$ cat config.mk
export PLATFORM = sky130hd
export DESIGN_NAME = bcd_seg_display_flat
export DESIGN_NICKNAME = d
export VERILOG_FILES = /design/src/rtl/bcd_seg_display_if.sv /design/src/rtl/bcd_seg_display.sv /design/src/flat_wrapper.sv
export SDC_FILE = /design/constraint.sdc
export NUM_CORES = 1
export LEC_CHECK = 0
export CAP_MARGIN = 30
export CORE_ASPECT_RATIO = 1.25
export CORE_MARGIN = 2
export CORE_UTILIZATION = 58
export CTS_BUF_LIST = sky130_fd_sc_hd__clkbuf_4 sky130_fd_sc_hd__clkbuf_8
export CTS_CLUSTER_SIZE = 14
export DETAILED_ROUTE_END_ITERATION = 10
export PLACE_DENSITY = 0.82
export SKIP_LAST_GASP = 1
export SLEW_MARGIN = 5
export SYNTH_ARGS = -nofsm -noshare
export SYNTH_HDL_FRONTEND = slang
export SYNTH_SLANG_ARGS = --single-unit
$ cat constraint.sdc
create_clock -name clk -period 2.7 [get_ports clk]
set_clock_uncertainty 0.1 [all_clocks]
set_input_delay 0.54 -clock clk [delete_from_list [all_inputs] [get_ports clk]]
set_output_delay 0.54 -clock clk [all_outputs]
set_load 0.005 [all_outputs]
$ cat src/rtl/bcd_seg_display_if.sv
`default_nettype none
// ============================================================================
//  Module      : bcd_seg_display_if
//  Description : Sample bus between the FIR output stage and the BCD display
//                stage.
//                  din       - 10-bit unsigned sample
//                  din_valid - one-cycle sample strobe
//                  busy      - high while the display stage is converting
//                The master modport is the sample producer; the slave
//                modport is the display stage.
//  Revision    : 1.0 - initial release
// ============================================================================
interface bcd_seg_display_if;
    logic [9:0] din;
    logic       din_valid;
    logic       busy;

    modport master (output din, output din_valid, input busy);
    modport slave  (input din, input din_valid, output busy);
endinterface
`default_nettype wire

$ cat src/rtl/bcd_seg_display.sv
`default_nettype none
// ============================================================================
//  Module      : bcd_seg_display
//  Description : Captures a 10-bit unsigned sample on a strobe, converts it
//                to four BCD digits with a sequential shift-add-3 FSM, and
//                drives a 4-digit common-anode 7-segment display through a
//                time-multiplexed scan.
//  Ports       : clk, rst         - clock, synchronous active-high reset
//                bus (slave)      - din, din_valid in; busy out
//                bcd[15:0]        - last completed result {th, hu, te, on}
//                seg[6:0]         - segments {g..a}, active-low, registered
//                an[3:0]          - digit enables, active-low, an[0] = ones
//                dp               - decimal point, active-low, always off
//  Revision    : 1.0 - initial release
// ============================================================================
module bcd_seg_display #(
    parameter int REFRESH_DIV = 100000,
    parameter bit BLANK_LEAD  = 1'b1
) (
    input  wire logic         clk,
    input  wire logic         rst,
    bcd_seg_display_if.slave  bus,
    output logic [15:0]       bcd,
    output logic [6:0]        seg,
    output logic [3:0]        an,
    output logic              dp
);

    typedef enum logic [1:0] {
        IDLE  = 2'd0,
        SHIFT = 2'd1,
        DONE  = 2'd2
    } state_t;

    localparam int                 c_REF_W   = (REFRESH_DIV > 1) ? $clog2(REFRESH_DIV) : 1;
    localparam logic [c_REF_W-1:0] c_REF_MAX = c_REF_W'(REFRESH_DIV - 1);

    state_t              r_state;
    state_t              w_next;
    logic [9:0]          r_shreg;
    logic [15:0]         r_scratch;
    logic [3:0]          r_count;
    logic [15:0]         r_bcd;
    logic [14:0]         w_adj;
    logic [c_REF_W-1:0]  r_refresh;
    logic [1:0]          r_index;
    logic [6:0]          r_seg;
    logic [3:0]          r_an;
    logic [3:0]          w_nib;
    logic [3:0]          w_upper_zero;
    logic                w_blank;

    // ------------------------------------------------------------------
    // Conversion FSM
    // ------------------------------------------------------------------
    always_ff @(posedge clk) begin
        if (rst) r_state <= IDLE;
        else     r_state <= w_next;
    end

    always_comb begin
        w_next = r_state;
        case (r_state)
            IDLE:    if (bus.din_valid) w_next = SHIFT;
            SHIFT:   if (r_count == 4'd9) w_next = DONE;
            DONE:    w_next = IDLE;
            default: w_next = IDLE;
        endcase
    end

    assign bus.busy = (r_state != IDLE);

    // Add-3 correction for the ones, tens and hundreds nibbles. The
    // thousands nibble is at most 1 for a 10-bit input, so it never needs
    // correction and its top bit never shifts out; only its low 3 bits
    // feed the shift.
    for (genvar k = 0; k < 3; k++) begin : g_adj
        assign w_adj[4*k +: 4] = (r_scratch[4*k +: 4] >= 4'd5) ?
                                 (r_scratch[4*k +: 4] + 4'd3) : r_scratch[4*k +: 4];
    end
    assign w_adj[14:12] = r_scratch[14:12];

    always_ff @(posedge clk) begin
        if (rst) begin
            r_shreg   <= '0;
            r_scratch <= '0;
            r_count   <= '0;
            r_bcd     <= '0;
        end else begin
            case (r_state)
                IDLE: begin
                    if (bus.din_valid) begin
                        r_shreg   <= bus.din;
                        r_scratch <= '0;
                        r_count   <= '0;
                    end
                end
                SHIFT: begin
                    r_scratch <= {w_adj, r_shreg[9]};
                    r_shreg   <= {r_shreg[8:0], 1'b0};
                    r_count   <= r_count + 4'd1;
                end
                DONE: r_bcd <= r_scratch;
                default: ;
            endcase
        end
    end

    // ------------------------------------------------------------------
    // Display scan
    // ------------------------------------------------------------------
    function automatic logic [6:0] f_seg(input logic [3:0] n);
        case (n)
            4'd0:    f_seg = 7'b1000000;
            4'd1:    f_seg = 7'b1111001;
            4'd2:    f_seg = 7'b0100100;
            4'd3:    f_seg = 7'b0110000;
            4'd4:    f_seg = 7'b0011001;
            4'd5:    f_seg = 7'b0010010;
            4'd6:    f_seg = 7'b0000010;
            4'd7:    f_seg = 7'b1111000;
            4'd8:    f_seg = 7'b0000000;
            4'd9:    f_seg = 7'b0010000;
            default: f_seg = 7'b1111111;
        endcase
    endfunction

    assign w_nib = r_bcd[{r_index, 2'b00} +: 4];

    // w_upper_zero[k]: nibbles k..3 are all zero. Digit 0 is never blanked.
    always_comb begin
        w_upper_zero    = 4'b0000;
        w_upper_zero[3] = (r_bcd[15:12] == 4'd0);
        w_upper_zero[2] = w_upper_zero[3] && (r_bcd[11:8] == 4'd0);
        w_upper_zero[1] = w_upper_zero[2] && (r_bcd[7:4] == 4'd0);
    end

    assign w_blank = BLANK_LEAD && w_upper_zero[r_index];

    always_ff @(posedge clk) begin
        if (rst) begin
            r_refresh <= '0;
            r_index   <= 2'd0;
            r_an      <= 4'b1111;
            r_seg     <= 7'b1111111;
        end else begin
            if (r_refresh == c_REF_MAX) begin
                r_refresh <= '0;
                r_index   <= r_index + 2'd1;
            end else begin
                r_refresh <= r_refresh + 1'b1;
            end
            r_an  <= w_blank ? 4'b1111    : ~(4'b0001 << r_index);
            r_seg <= w_blank ? 7'b1111111 : f_seg(w_nib);
        end
    end

    assign bcd = r_bcd;
    assign seg = r_seg;
    assign an  = r_an;
    assign dp  = 1'b1;

endmodule
`default_nettype wire

$ cat src/flat_wrapper.sv
// flat-port wrapper written by rule: the top's interface ports become plain ports
module bcd_seg_display_flat 
#(
    parameter int REFRESH_DIV = 100000,
    parameter bit BLANK_LEAD  = 1'b1
)
  (clk, rst, bcd, seg, an, dp, bus_din, bus_din_valid, bus_busy);
  bcd_seg_display_if bus_i ();
  input  wire logic clk;
  input  wire logic rst;
  output logic [15:0] bcd;
  output logic [6:0] seg;
  output logic [3:0] an;
  output logic dp;
  input wire logic [$bits(bus_i.din)-1:0] bus_din;
  input wire logic [$bits(bus_i.din_valid)-1:0] bus_din_valid;
  output wire logic [$bits(bus_i.busy)-1:0] bus_busy;
  assign bus_i.din = bus_din;
  assign bus_i.din_valid = bus_din_valid;
  assign bus_busy = bus_i.busy;
  bcd_seg_display #(.REFRESH_DIV(REFRESH_DIV), .BLANK_LEAD(BLANK_LEAD)) u_core (.clk(clk), .rst(rst), .bus(bus_i), .bcd(bcd), .seg(seg), .an(an), .dp(dp));
endmodule
# [Yosys cells after proc, flatten, opt, wreduce, memory -nomap -nowiden]
# Memory sizes are Yosys's and may differ from the RTL's. A register that Yosys moved wholly into a read port is not among the register bits.
# Cells that the tools add are included.
[word_totals] ff_bits=71 mem_bits_ro=112 in_bits=13 out_inout_bits=29 mem_count=1 wordCells=54
[classes] shifts=2 n_eq_ne=6 n_lt_le_gt_ge=4 n_reduce_logical=12 n_mux=14 add_sub_neg=6 bitwise=1
[mem_list] name="(name not given)" depth=16 width=7 read_ports=1 rd_ports_with_merged_regs=1 write_ports=0 line_no="bcd_seg_display.sv:113" source="case (n)"
[ops] op="one-hot mux 16 bit (2 select lines)" n=1
[ops] op="one-hot mux 10 bit (2 select lines)" n=1
[ops] op="adder 17 x 1 -> 17 bit (second input constant)" n=1
[ops] op="== test 17 bit (second input constant)" n=1
[ops] op="2-to-1 mux 16 bit" n=1
[ops] op="2-to-1 mux 4 bit" n=4
[ops] op="variable part select 16 x 5 -> 4 bit" n=1
[ops] op="adder 4 x 2 -> 4 bit (second input constant)" n=3
[ops] op="greater-or-equal comparator 4 x 3 -> 1 bit (second input constant)" n=3
[ops] op="logical NOT 4 bit" n=3
[ops] op="2-to-1 mux 10 bit" n=1
[ops] op="one-hot mux 4 bit (2 select lines)" n=1
[ops] op="adder 4 x 1 -> 4 bit (second input constant)" n=1
[ops] op="== test 4 bit (second input constant)" n=1
[ops] op="2-to-1 mux 2 bit" n=2
[ops] op="inverter 4 bit" n=1
[ops] op="one-hot mux 2 bit (2 select lines)" n=1
[ops] op="AND reduction 2 bit" n=2
[ops] op="nonzero test 2 bit" n=2
[ops] op="OR reduction 2 bit" n=2
[ops] op="<< shifter 1 x 2 -> 4 bit (first input constant)" n=1
[ops] op="< comparator 2 x 3 -> 1 bit (second input constant)" n=1
[ops] op="adder 2 x 1 -> 2 bit (second input constant)" n=1
[ops] op="binary-select mux 1 bit (select 2 bit)" n=1
[ops] op="other kinds (7)" n=8

# [Longest topological paths before layout]
# Gate-level depths: netlist (run 1).
[logic_depth] word_depth=6 depth_mapped=8 mapped_depth_nobuf=7

# [Worst setup path after synthesis (run 1)]
# OpenSTA, ideal clock, no wires.
[synth_timing] path_kind="register -> register" startpoint="reg u_core.r_index[0]" endpoint="reg u_core.r_seg[5], in the netlist u_core.seg[5]" n_path_buf=1 period_less_slack_ns=1.999 stages_incl_launch_ff=7 setup_time_ns=0.136 setup_slack_ns=0.701 required_ns=2.464 t_arrival_ns=1.763 path_cell_list="dfxtp_1 > buf_6 > mux4_1 > ha_1 > or2_2 > a21oi_1 > o21ai_0"
[synth_via] elab_chain_cells=3 word_cells_on_any_way=4 classes_between="shift: 1; mux: 2; reduce/logical: 1"
[synth_lines] element="start: declaration" line_no="bcd_seg_display.sv:46" source="logic [1:0] r_index;"
[synth_lines] element="start signal: assignment" line_no="bcd_seg_display.sv:149" source="r_index <= r_index + 2'd1;"
[synth_lines] element="branches (longest 3 deep; another with variable part select 16 x 5 -> 4 bit)"
[synth_lines] element="end: declaration" line_no="bcd_seg_display.sv:47" source="logic [6:0] r_seg;"
# Parallel ways; which one is timed is not known. The select of a mux whose other input is x is not followed.
# A chain may end at the register's enable or synchronous reset.

# [Final worst setup path (run 1)]
[layout_timing] startpoint="reg u_core.r_state[1]" endpoint="out bus_busy"
[layout_via] elab_chain_cells=1
[layout_lines] element="start: declaration" line_no="bcd_seg_display.sv:38" source="state_t r_state;"
[layout_lines] element="start signal: assignment" line_no="bcd_seg_display.sv:58" source="else r_state <= w_next;"
[layout_lines] element="nonzero test 2 bit" line_no="bcd_seg_display.sv:71" source="assign bus.busy = (r_state != IDLE);"
[layout_lines] element="end: declaration" line_no="flat_wrapper.sv:17" source="output wire logic [$bits(bus_i.busy)-1:0] bus_busy;"
# Every way passes these cells.

==> key figures, run 1 <==
Outcome
  • Status: finished clean

GRT
  • Initial antenna violation count: 0
  • Total GRT Usage: 0.210
  • Largest net degree at the start of global routing: 32
  • First-pass GRT wire length: 11400 µm
  • Vias in the first global route: 2658
  • GRT overflow: 0

Timing
  • Final setup vio count: 0
  • Setup ws final: 301 ps
  • Hold slack final: ~350 ps
  • Slew Limit Headroom: 0.517
  • FMAX: 417 MHz
  • Hold Vio Cnt, Final: 0
  • Setup TNS: 0 ps
  • Max Transition Viols Final: 0
  • RSZ-0062 raised after global routing: false
  • Minimum clock period: 2400 ps
  • Final Cycle Share: 0.888
  • Worst-Margin Slew: just over 700 ps

Yosys
  • Unique cell type count in the Yosys netlist: 38
  • Syn nets: 469
  • Post-synth ARST share: 0
  • Biggest area consumer among synthesized cells: dfxtp_1
  • Mean Syn Cell Area: 8.23 µm²
  • Main combinational cell family by area after synthesis: simple AND/OR/NAND/NOR gates
  • Complex-gate fraction of the synthesized area: 0.124
  • YS warnings: 0
  • Mapped cell area: approximately 3600 µm²
  • Main area contributors after synthesis: dfxtp_1 (43%), nor2_1 (7.6%), ha_1 (6.2%), nand2_1 (6.0%), a21oi_1 (5.0%)
  • Synth Area in XOR/XNOR: 0.0559
  • Post-synth EDFFs: 0
  • Dominant cell by count in the synthesized netlist: dfxtp_1
  • Area share of fa/ha/maj cells after synthesis: 0.0625
  • Mux share of post-synthesis cell area: 0.0344
  • Post-synth top cells: dfxtp_1 (78), nor2_1 (73), nand2_1 (58)
  • Cell count after synthesis: approximately 440
  • Top cell type's share of synthesized area: 0.433
  • Sequential-to-total area share from yosys stat: 0.433
  • Simple-gate area share of the yosys netlist: 0.235
  • Register bit total from synthesis: just under 80
  • Top_reg_cell synth: dfxtp_1

CTS
  • Clock Sinks: 78
  • # hold bufs at CTS: 0
  • CTS clk-pin slew, worst paths: 70 ps
  • Clk_lat worst skew: ~350 ps
  • Post-CTS sizing: 0
  • CTS max path bufs: 2
  • CTS tree: done
  • H-tree Lvls: 3
  • CTS buffer count: 9
  • Clock tree root driver cell: clkbuf_8
  • Setup bufs post-CTS: 0

Job
  • Max_cap viols: 0

Worst setup path
  • CP Capture Type: output pin
  • Slowest cell on the critical path: dfxtp_1
  • CP Cell Sequence: or2_2 -> clkdlybuf4s50_1
  • CP arrival: between 1500 and 2000 ps
  • Required @ worst endpoint: a little over 2000 ps
  • R2R Path End: u_core.seg[5]
  • Crit Path Category: reg -> out
  • FF-to-FF setup slack: about 460 ps
  • Worst Reg-to-Reg Cells: 5
  • Worst setup SP type: flip-flop
  • Worst path max stage delay: approximately 700 ps
  • CP max FO: 18
  • Worst r2r src: u_core.r_index[0]

Placed design
  • Cell area after placement: approximately 4000 µm²
  • Pre-CTS WS: 474 ps
  • DP Cell Count: 540
  • GP Congestion: between 0.8 and 0.9
  • Port Buf Inserts: 40
  • Hpwl dp: 4790 µm

Floorplan
  • # rows: 32
  • Initial Utilization: 0.592
  • Core area: roughly 6000 µm²
  • Die X-Extent: roughly 75 µm
  • Die footprint: just under 7000 µm²
  • IO Count: 42
  • Die height: about 92 µm

Worst hold path
  • Hold path endpoint: u_core.r_refresh[0]
  • Hold_sp: u_core.r_refresh[0]
  • Hold path depth: 1
  • Worst hold path class: reg -> reg

Drt
  • Vias: 2963
  • # DRC: 0
  • Initial drt markers: approximately 120
  • Vias per cell: roughly 5.3
  • Drt first pass iters: 4
  • Final ANT Viol Nets: 0
  • Routed wire per std cell: around 12 µm
  • Final wirelength: 6720 µm

Cells and area
  • Area Growth Syn to Fin: 15.9%
  • Fill count: 542
  • Nets: about 500
  • Multi-input logic area: 1850 µm²
  • Post-layout instance area: about 4200 µm²
  • Storage element area: about 1600 µm²
  • Layout Cells excl Fill: 556
  • Proportion of layout cells with a drive suffix above 1: 0.0637
  • Antenna diodes: 0
  • Core Util, Final: 0.686

Pwr
  • Leak: 1.61 nW
  • Maximum vdd drop: between 200 and 300 µV
  • PwrDens: 499 nW/µm²
  • Final Power: approximately 2.1 mW
## layout make-up
cell class / count / area share
clock buffer: 11 / 0.0347
clock inverter: 5 / 0.00599
inverter: 16 / 0.0144
multi-input combinational: 316 / 0.442
sequential: 78 / 0.374
tap: 85 / 0.0255
timing repair buffer: 45 / 0.104
## worst max-delay path: cells and delay by family, from the launching register on
kind,cells,cell delay [ps]
AND/OR/NAND/NOR,1,230
flip-flops,1,700
buffers and inverters,1,490
## power by group
part	total [mW]	internal (mW)	switching [mW]	leakage [nW]
logic	0.136	0.0625	0.0735	0.881
clock network	0.760	0.361	0.399	0.0961
registers	1.19	1.18	0.0149	0.635
## worst max path at each step
stage / startpoint / endpoint / slack, ps / cells past startpoint
floorplan: u_core.r_index[0] / u_core.seg[5] / 700 / 6
global placement: u_core.r_index[0] / u_core.seg[5] / 520 / 5
detailed placement: u_core.r_index[0] / u_core.seg[5] / 470 / 5
CTS: u_core.r_state[1] / bus_busy / 290 / 2
global route: u_core.r_state[1] / bus_busy / 210 / 2
finish: u_core.r_state[1] / bus_busy / 300 / 2
## layout by cell type, fill, tap and decap left out, types with 2 or more instances in the layout
cell / n
a211oi_1: 5
a21o_1: 4
a21oi_1: 36
a22oi_1: 9
a32oi_1: 3
and3_1: 3
buf_4: 5
clkbuf_8: 10
clkdlybuf4s50_1: 39
clkinv_2: 5
dfxtp_1: 78
ha_1: 18
inv_1: 16
mux2_2: 2
mux2i_1: 3
mux4_2: 2
nand2_1: 58
nand2b_1: 6
nand3_1: 10
nand4_1: 4
nor2_1: 73
nor2b_1: 10
nor3_1: 15
nor4_1: 5
o211ai_1: 3
o21ai_0: 12
or2_2: 3
xnor2_1: 15
xor2_1: 8
## per-layer routing
metal  up-vias  routed length [µm]  global-route usage
met4         0                 108              0.0967
li1       1519                   -                   -
met2        54                3380               0.366
met1      1382                3020               0.237
met3         8                 215              0.0462
met5         -                   0                   0
## sequential cells by signal, summed over array words and instances, names as in the netlist
signal,flops
u_core.r_count,4
u_core.seg,7
u_core.bcd,16
u_core.r_refresh,17
u_core.an,4
u_core.r_state,2
u_core.r_scratch,16
u_core.r_shreg,10
u_core.r_index,2
## kinds of logic (layout without fill, tap and decap cells)
kind of cell	Yosys count	in the layout
buffers and inverters	44	77
AND/OR/NAND/NOR	191	191
AO/OA/AOI/OAI	75	75
XOR/XNOR	23	23
flip-flops	78	78
adder cells (fa/ha/maj)	18	18
other	1	1
multiplexers	8	8
Power figures use the tool's default switching activity.
==> inputs of run 2 (changes only) <==
--- a/constraint.sdc
+++ b/constraint.sdc
@@ -4,2 +4,2 @@
 set_output_delay 0.54 -clock clk [all_outputs]
-set_load 0.005 [all_outputs]
+set_load 0.1 [all_outputs]
==> run 2 against run 1 <==
Against the previous run:
- register-to-register slack hardly changed
- first-iteration DRC count rose by 27%
- cell count is 0.18% lower
- worst setup slack improved by 170 ps
- wire length is 5.7% higher
- critical path depth is 3 higher
- via count grew 1.1%
- clock power grew 38%
- global-route usage rose by 1.4 points
- fmax up 7.7%
- sequential share of layout area down 0.11 points
==> key figures, run 2 (synthesis gave the netlist of run 1 again) <==
Floorplan
  • IO Count: 42 (unchanged)
  • Die height: 92.1 µm (unchanged)
  • Die footprint: 6870 µm² (unchanged)
  • Die X-Extent: 74.5 µm (unchanged)
  • # rows: 32 (unchanged)
  • Core area: 6090 µm² (unchanged)
  • Initial Utilization: 0.592 (unchanged)

Timing
  • Final Cycle Share: 0.825 (-0.0634)
  • Hold Vio Cnt, Final: 0 (unchanged)
  • Slew Limit Headroom: 0.549 (+0.0311)
  • Worst-Margin Slew: 677 ps (-46.7 ps)
  • Hold slack final: 351 ps (+1.68 ps)
  • Setup TNS: 0 ps (unchanged)
  • Minimum clock period: 2230 ps (-171 ps)
  • FMAX: 449 MHz (+7.7%)
  • Final setup vio count: 0 (unchanged)
  • RSZ-0062 raised after global routing: false
  • Max Transition Viols Final: 0 (unchanged)

Drt
  • Vias per cell: 5.40 (+1.3%)
  • Initial drt markers: 147 (+27%)
  • Drt first pass iters: 4 (unchanged)
  • Vias: 2997 (+1.1%)
  • Routed wire per std cell: 12.8 µm (+5.9%)
  • Final ANT Viol Nets: 0 (unchanged)
  • Final wirelength: 7110 µm (+5.7%)
  • # DRC: 0 (unchanged)

Pwr
  • Maximum vdd drop: 427 µV (+47%)
  • Final Power: 2.43 mW (+17%)
  • PwrDens: 581 nW/µm² (+16%)
  • Leak: 1.68 nW (+4.4%)

CTS
  • Post-CTS sizing: 0 (unchanged)
  • # hold bufs at CTS: 0 (unchanged)
  • Clock Sinks: 78 (unchanged)
  • CTS buffer count: 9 (unchanged)
  • CTS tree: done
  • Setup bufs post-CTS: 0 (unchanged)
  • Clock tree root driver cell: clkbuf_8
  • CTS max path bufs: 2 (unchanged)
  • CTS clk-pin slew, worst paths: 80 ps (about the same)
  • Clk_lat worst skew: 340 ps (about the same)
  • H-tree Lvls: 3 (unchanged)

Placed design
  • Port Buf Inserts: 40 (unchanged)
  • GP Congestion: 0.863 (+0.14%)
  • Hpwl dp: 4840 µm (+0.92%)
  • DP Cell Count: 540 (unchanged)

GRT
  • Total GRT Usage: 0.225 (+0.0144)
  • GRT overflow: 0 (unchanged)
  • Largest net degree at the start of global routing: 47 (+47%)
  • Vias in the first global route: 2822 (+6.2%)
  • First-pass GRT wire length: 12300 µm (+7.9%)
  • Initial antenna violation count: 0 (unchanged)

Cells and area
  • Core Util, Final: 0.689 (+0.00206)
  • Largest reg by FF count: u_core.r_refresh
  • Area Growth Syn to Fin: 16.2%
  • Max FFs per register: 17 (unchanged)
  • Layout Cells excl Fill: 555 (-0.18%)
  • Most common cell after layout, fill and taps aside: dfxtp_1
  • Commonest cells after routing, fill and taps aside: dfxtp_1 (78), nor2_1 (73), nand2_1 (58)
  • Antenna diodes: 0 (unchanged)
  • Proportion of layout cells with a drive suffix above 1: 0.121 (+0.0576)
  • Nets: 497 (unchanged)

Worst setup path
  • Crit Path Category: reg -> reg
  • Worst path max stage delay: 690 ps (about the same)
  • CP Capture Type: flip-flop
  • CP max FO: 10 (-8)
  • CP Cell Sequence: mux4_1 -> ha_1 -> or2_2 -> a21oi_1 -> o21ai_0
  • Worst setup SP type: flip-flop
  • Required @ worst endpoint: 2790 ps (+730 ps)
  • CP arrival: 2320 ps (+560 ps)
  • Slowest cell on the critical path: mux4_1

Outcome
  • Status: finished clean

Job
  • Max_cap viols: 0 (unchanged)

Worst hold path
  • Worst hold path class: reg -> reg
run 2: changes by cell type in the layout (fill, tap and decap cells not counted):
cell             change
buf_4               +27
buf_12               +1
bufinv_16            +3
clkinv_2             -4
clkdlybuf4s50_1     -28
run 2: routing by layer:
| layer | wire length (µm) | vias up | share of wire | global-route usage |
|---|---|---|---|---|
| li1 | - | 1517 | - | - |
| met1 | 3170 | 1391 | 0.45 | 0.271 |
| met2 | 3530 | 76 | 0.50 | 0.381 |
| met3 | 275 | 13 | 0.039 | 0.0341 |
| met4 | 136 | 0 | 0.019 | 0.107 |
| met5 | 0 | - | 0 | 0 |
run 2: through the flow:
stage | cell area (µm²) | setup slack [ps]
final | 4190 | 472
after detailed placement | 3950 | 446
after global routing | 4190 | 305
after floorplan | 3600 | 390
after CTS | 4190 | 452
after global placement | 3940 | 519
run 2: path summary, 6_finish.rpt:
check	startpoint	end	slack (ps)	cells past startpoint
worst max-delay path	u_core.r_index[0]	u_core.seg[5]	470	5
worst min-delay path	u_core.r_refresh[0]	u_core.r_refresh[0]	350	1
worst max register to register	u_core.r_index[0]	u_core.seg[5]	470	5
worst min register to register	u_core.r_refresh[0]	u_core.r_refresh[0]	350	1
run 2: cell type report:
cell class,instances,area (µm²)
clock buffer,11,145
multi-input combinational,316,1850
fill,533,1900
sequential,78,1560
inverter,16,60.1
clock inverter,4,95.1
tap,85,106
timing repair buffer,45,375
run 2: critical path, delay by kind of cell (launching register included):
family	cells	cell delay [ps]
adders and majority gates	1	230
and+or+nand+nor	1	290
DFF	1	580
AOI/OAI and AO/OA	2	190
muxes	1	690
run 2: power by group:
group          total (mW)  internal [mW]  switching, mW
logic               0.193         0.0627          0.130
registers            1.19           1.18         0.0135
clock network        1.05          0.644          0.408
==> inputs of run 3 (changes only) <==
CORE_UTILIZATION = 52   (was 58)
PLACE_DENSITY = 0.78   (was 0.82)
clock period = 1.8 ns   (was 2.7 ns; I/O delays follow)
==> run 3 against run 2 <==
Against the previous run:
- the run now ends with negative setup slack left
- final area grew 13%
- first-iteration DRC count shrank 7.5%
- count of clock-buffer cells in the layout shrank 1
- critical endpoint unchanged
- largest power group unchanged
==> key figures, run 3 (synthesis gave the netlist of run 1 again) <==
Floorplan
  • Initial Utilization: 0.542 (-0.0501)
  • Die footprint: 7620 µm² (+11%)
  • Core area: 6650 µm² (+9.2%)
  • Die height: 97.1 µm (+5.4%)
  • IO Count: 42 (unchanged)
  • # rows: 33 (+3.1%)
  • Die X-Extent: 78.5 µm (+5.3%)

Drt
  • Vias: 3080 (+2.8%)
  • Routed wire per std cell: 13.8 µm (+7.7%)
  • Drt first pass iters: 4 (unchanged)
  • Vias per cell: 5.34 (-1.1%)
  • Final ANT Viol Nets: 0 (unchanged)
  • Final wirelength: 7960 µm (+12%)
  • Initial drt markers: 136 (-7.5%)
  • # DRC: 0 (unchanged)

Timing
  • Hold slack final: 268 ps (-82.4 ps)
  • Final Cycle Share: 1.02 (+0.197)
  • FMAX: 544 MHz (+21%)
  • Setup ws final: -39.5 ps (-512 ps)
  • Slew Limit Headroom: 0.579 (+0.0306)
  • Max Transition Viols Final: 0 (unchanged)
  • Worst-Margin Slew: 630 ps (-47.1 ps)
  • Final setup vio count: 2 (+2)
  • Setup TNS: -44.6 ps (-44.6 ps)
  • Minimum clock period: 1840 ps (-388 ps)
  • RSZ-0062 raised after global routing: true
  • Hold Vio Cnt, Final: 0 (unchanged)

GRT
  • Largest net degree at the start of global routing: 34 (-28%)
  • Total GRT Usage: 0.216 (-0.00830)
  • First-pass GRT wire length: 13400 µm (+8.9%)
  • GRT overflow: 0 (unchanged)
  • Initial antenna violation count: 0 (unchanged)
  • Vias in the first global route: 3016 (+6.9%)

CTS
  • CTS buffer count: 9 (unchanged)
  • Clock Sinks: 78 (unchanged)
  • Clock tree root driver cell: clkbuf_8
  • CTS tree: done
  • Clk_lat worst skew: 350 ps (about the same)
  • H-tree Lvls: 3 (unchanged)
  • CTS clk-pin slew, worst paths: 70 ps (about the same)
  • # hold bufs at CTS: 0 (unchanged)
  • CTS max path bufs: 2 (unchanged)

Placed design
  • Pre-CTS WS: -127 ps (-573 ps)
  • Cell area after placement: 4470 µm² (+13%)
  • Port Buf Inserts: 40 (unchanged)
  • DP Cell Count: 557 (+3.1%)
  • Hpwl dp: 5490 µm (+14%)
  • GP Congestion: 0.795 (-7.9%)

Worst setup path
  • CP delay by family, top: multiplexers
  • Worst path max stage delay: 590 ps (-100 ps)
  • R2R Path End: u_core.seg[5]
  • CP Capture Type: flip-flop
  • CP arrival: 1940 ps (-380 ps)
  • Worst r2r src: u_core.r_index[0]
  • FF-to-FF setup slack: -40 ps (-510 ps)
  • Worst setup SP type: flip-flop
  • Crit Path Category: reg -> reg
  • Required @ worst endpoint: 1900 ps (-890 ps)
  • WP buf/inv: 0 (unchanged)
  • CP Cell Sequence: mux4_2 -> ha_4 -> or2_4 -> a21oi_2 -> o21ai_1
  • Worst Reg-to-Reg Cells: 5 (unchanged)
  • CP max FO: 4 (-6)
  • Slowest cell on the critical path: mux4_2

Pwr
  • Leak: 1.88 nW (+12%)
  • Final Power: 3.35 mW (+38%)
  • PwrDens: 705 nW/µm² (+21%)
  • Maximum vdd drop: 691 µV (+62%)

Cells and area
  • Nets: 516 (+3.8%)
  • Antenna diodes: 0 (unchanged)
  • Area Growth Syn to Fin: 31.9%
  • Max FFs per register: 17 (unchanged)
  • Proportion of layout cells with a drive suffix above 1: 0.216 (+0.0950)
  • Post-layout instance area: 4750 µm² (+13%)
  • Core Util, Final: 0.715 (+0.0265)
  • Most common cell after layout, fill and taps aside: nor2_1
  • Commonest cells after routing, fill and taps aside: nor2_1 (71), dfxtp_1 (61), nand2_1 (58)
  • Layout Cells excl Fill: 577 (+4.0%)
  • Largest reg by FF count: u_core.r_refresh

Worst hold path
  • Hold_sp: rst
  • Hold path depth: 3 (+2)
  • Worst hold path class: in -> reg
  • Hold path endpoint: u_core.seg[1]

Outcome
  • Failing checks: negative setup slack
  • Status: complete, but fails checks

Job
  • Max_cap viols: 0 (unchanged)
## run 3: cell count changes in the layout (fill, tap and decap cells not counted), moves of 3 or more
cell | before | now
buf_12 | 1 | 29
buf_4 | 32 | 21
dfxtp_1 | 78 | 61
dfxtp_2 | 0 | 8
dfxtp_4 | 0 | 9
ha_1 | 18 | 15
o21ai_0 | 12 | 8
o21ai_1 | 1 | 5
or2_4 | 0 | 3
## run 3: how the worst max path moves through the flow
| stage | start | endpoint | slack (ps) | cells past startpoint |
|---|---|---|---|---|
| floorplan | u_core.r_index[0] | u_core.seg[5] | -40 | 6 |
| global placement | bus_din_valid | u_core.r_scratch[1] | -50 | 5 |
| detailed placement | bus_din_valid | u_core.r_scratch[11] | -130 | 5 |
| CTS | u_core.r_index[0] | u_core.seg[6] | -3 | 7 |
| global route | u_core.r_index[0] | u_core.seg[4] | -100 | 6 |
| finish | u_core.r_index[0] | u_core.seg[5] | -40 | 5 |
## run 3: final cells by class
type                            count  area (µm²)
Clock buffer                       10         131
Clock inverter                      6        52.6
Fill cell                         485        1890
Inverter                           16        62.6
Multi-Input combinational cell    317        1930
Sequential cell                    78        1610
Tap cell                           87         109
Timing Repair Buffer               63         865
## run 3: worst reg2reg max path: stages, from the launching register on
cell	delay (ps)
dfxtp_4	370
mux4_2	590
ha_4	200
or2_4	230
a21oi_2	130
o21ai_1	80
## run 3: what timing repair did
| item | CTS | global route |
|---|---|---|
| setup endpoints to repair | 8 | 23 |
| setup buffers | 1 | 3 |
| pin swaps | 3 | 3 |
| resized for setup | 5 | 16 |
| gates cloned | 0 | 1 |
## run 3: metal layers
| metal | vias up | GRT usage | share of wire |
|---|---|---|---|
| li1 | 1555 | - | - |
| met1 | 1450 | 0.253 | 0.41 |
| met2 | 61 | 0.379 | 0.53 |
| met3 | 14 | 0.0567 | 0.035 |
| met4 | 0 | 0.0742 | 0.022 |
| met5 | - | 0 | 0 |
## run 3: report_power, final
part	internal [mW]	switching (mW)
Sequential	1.75	0.0270
Clock	0.640	0.614
Combinational	0.125	0.197
Total	2.51	0.838
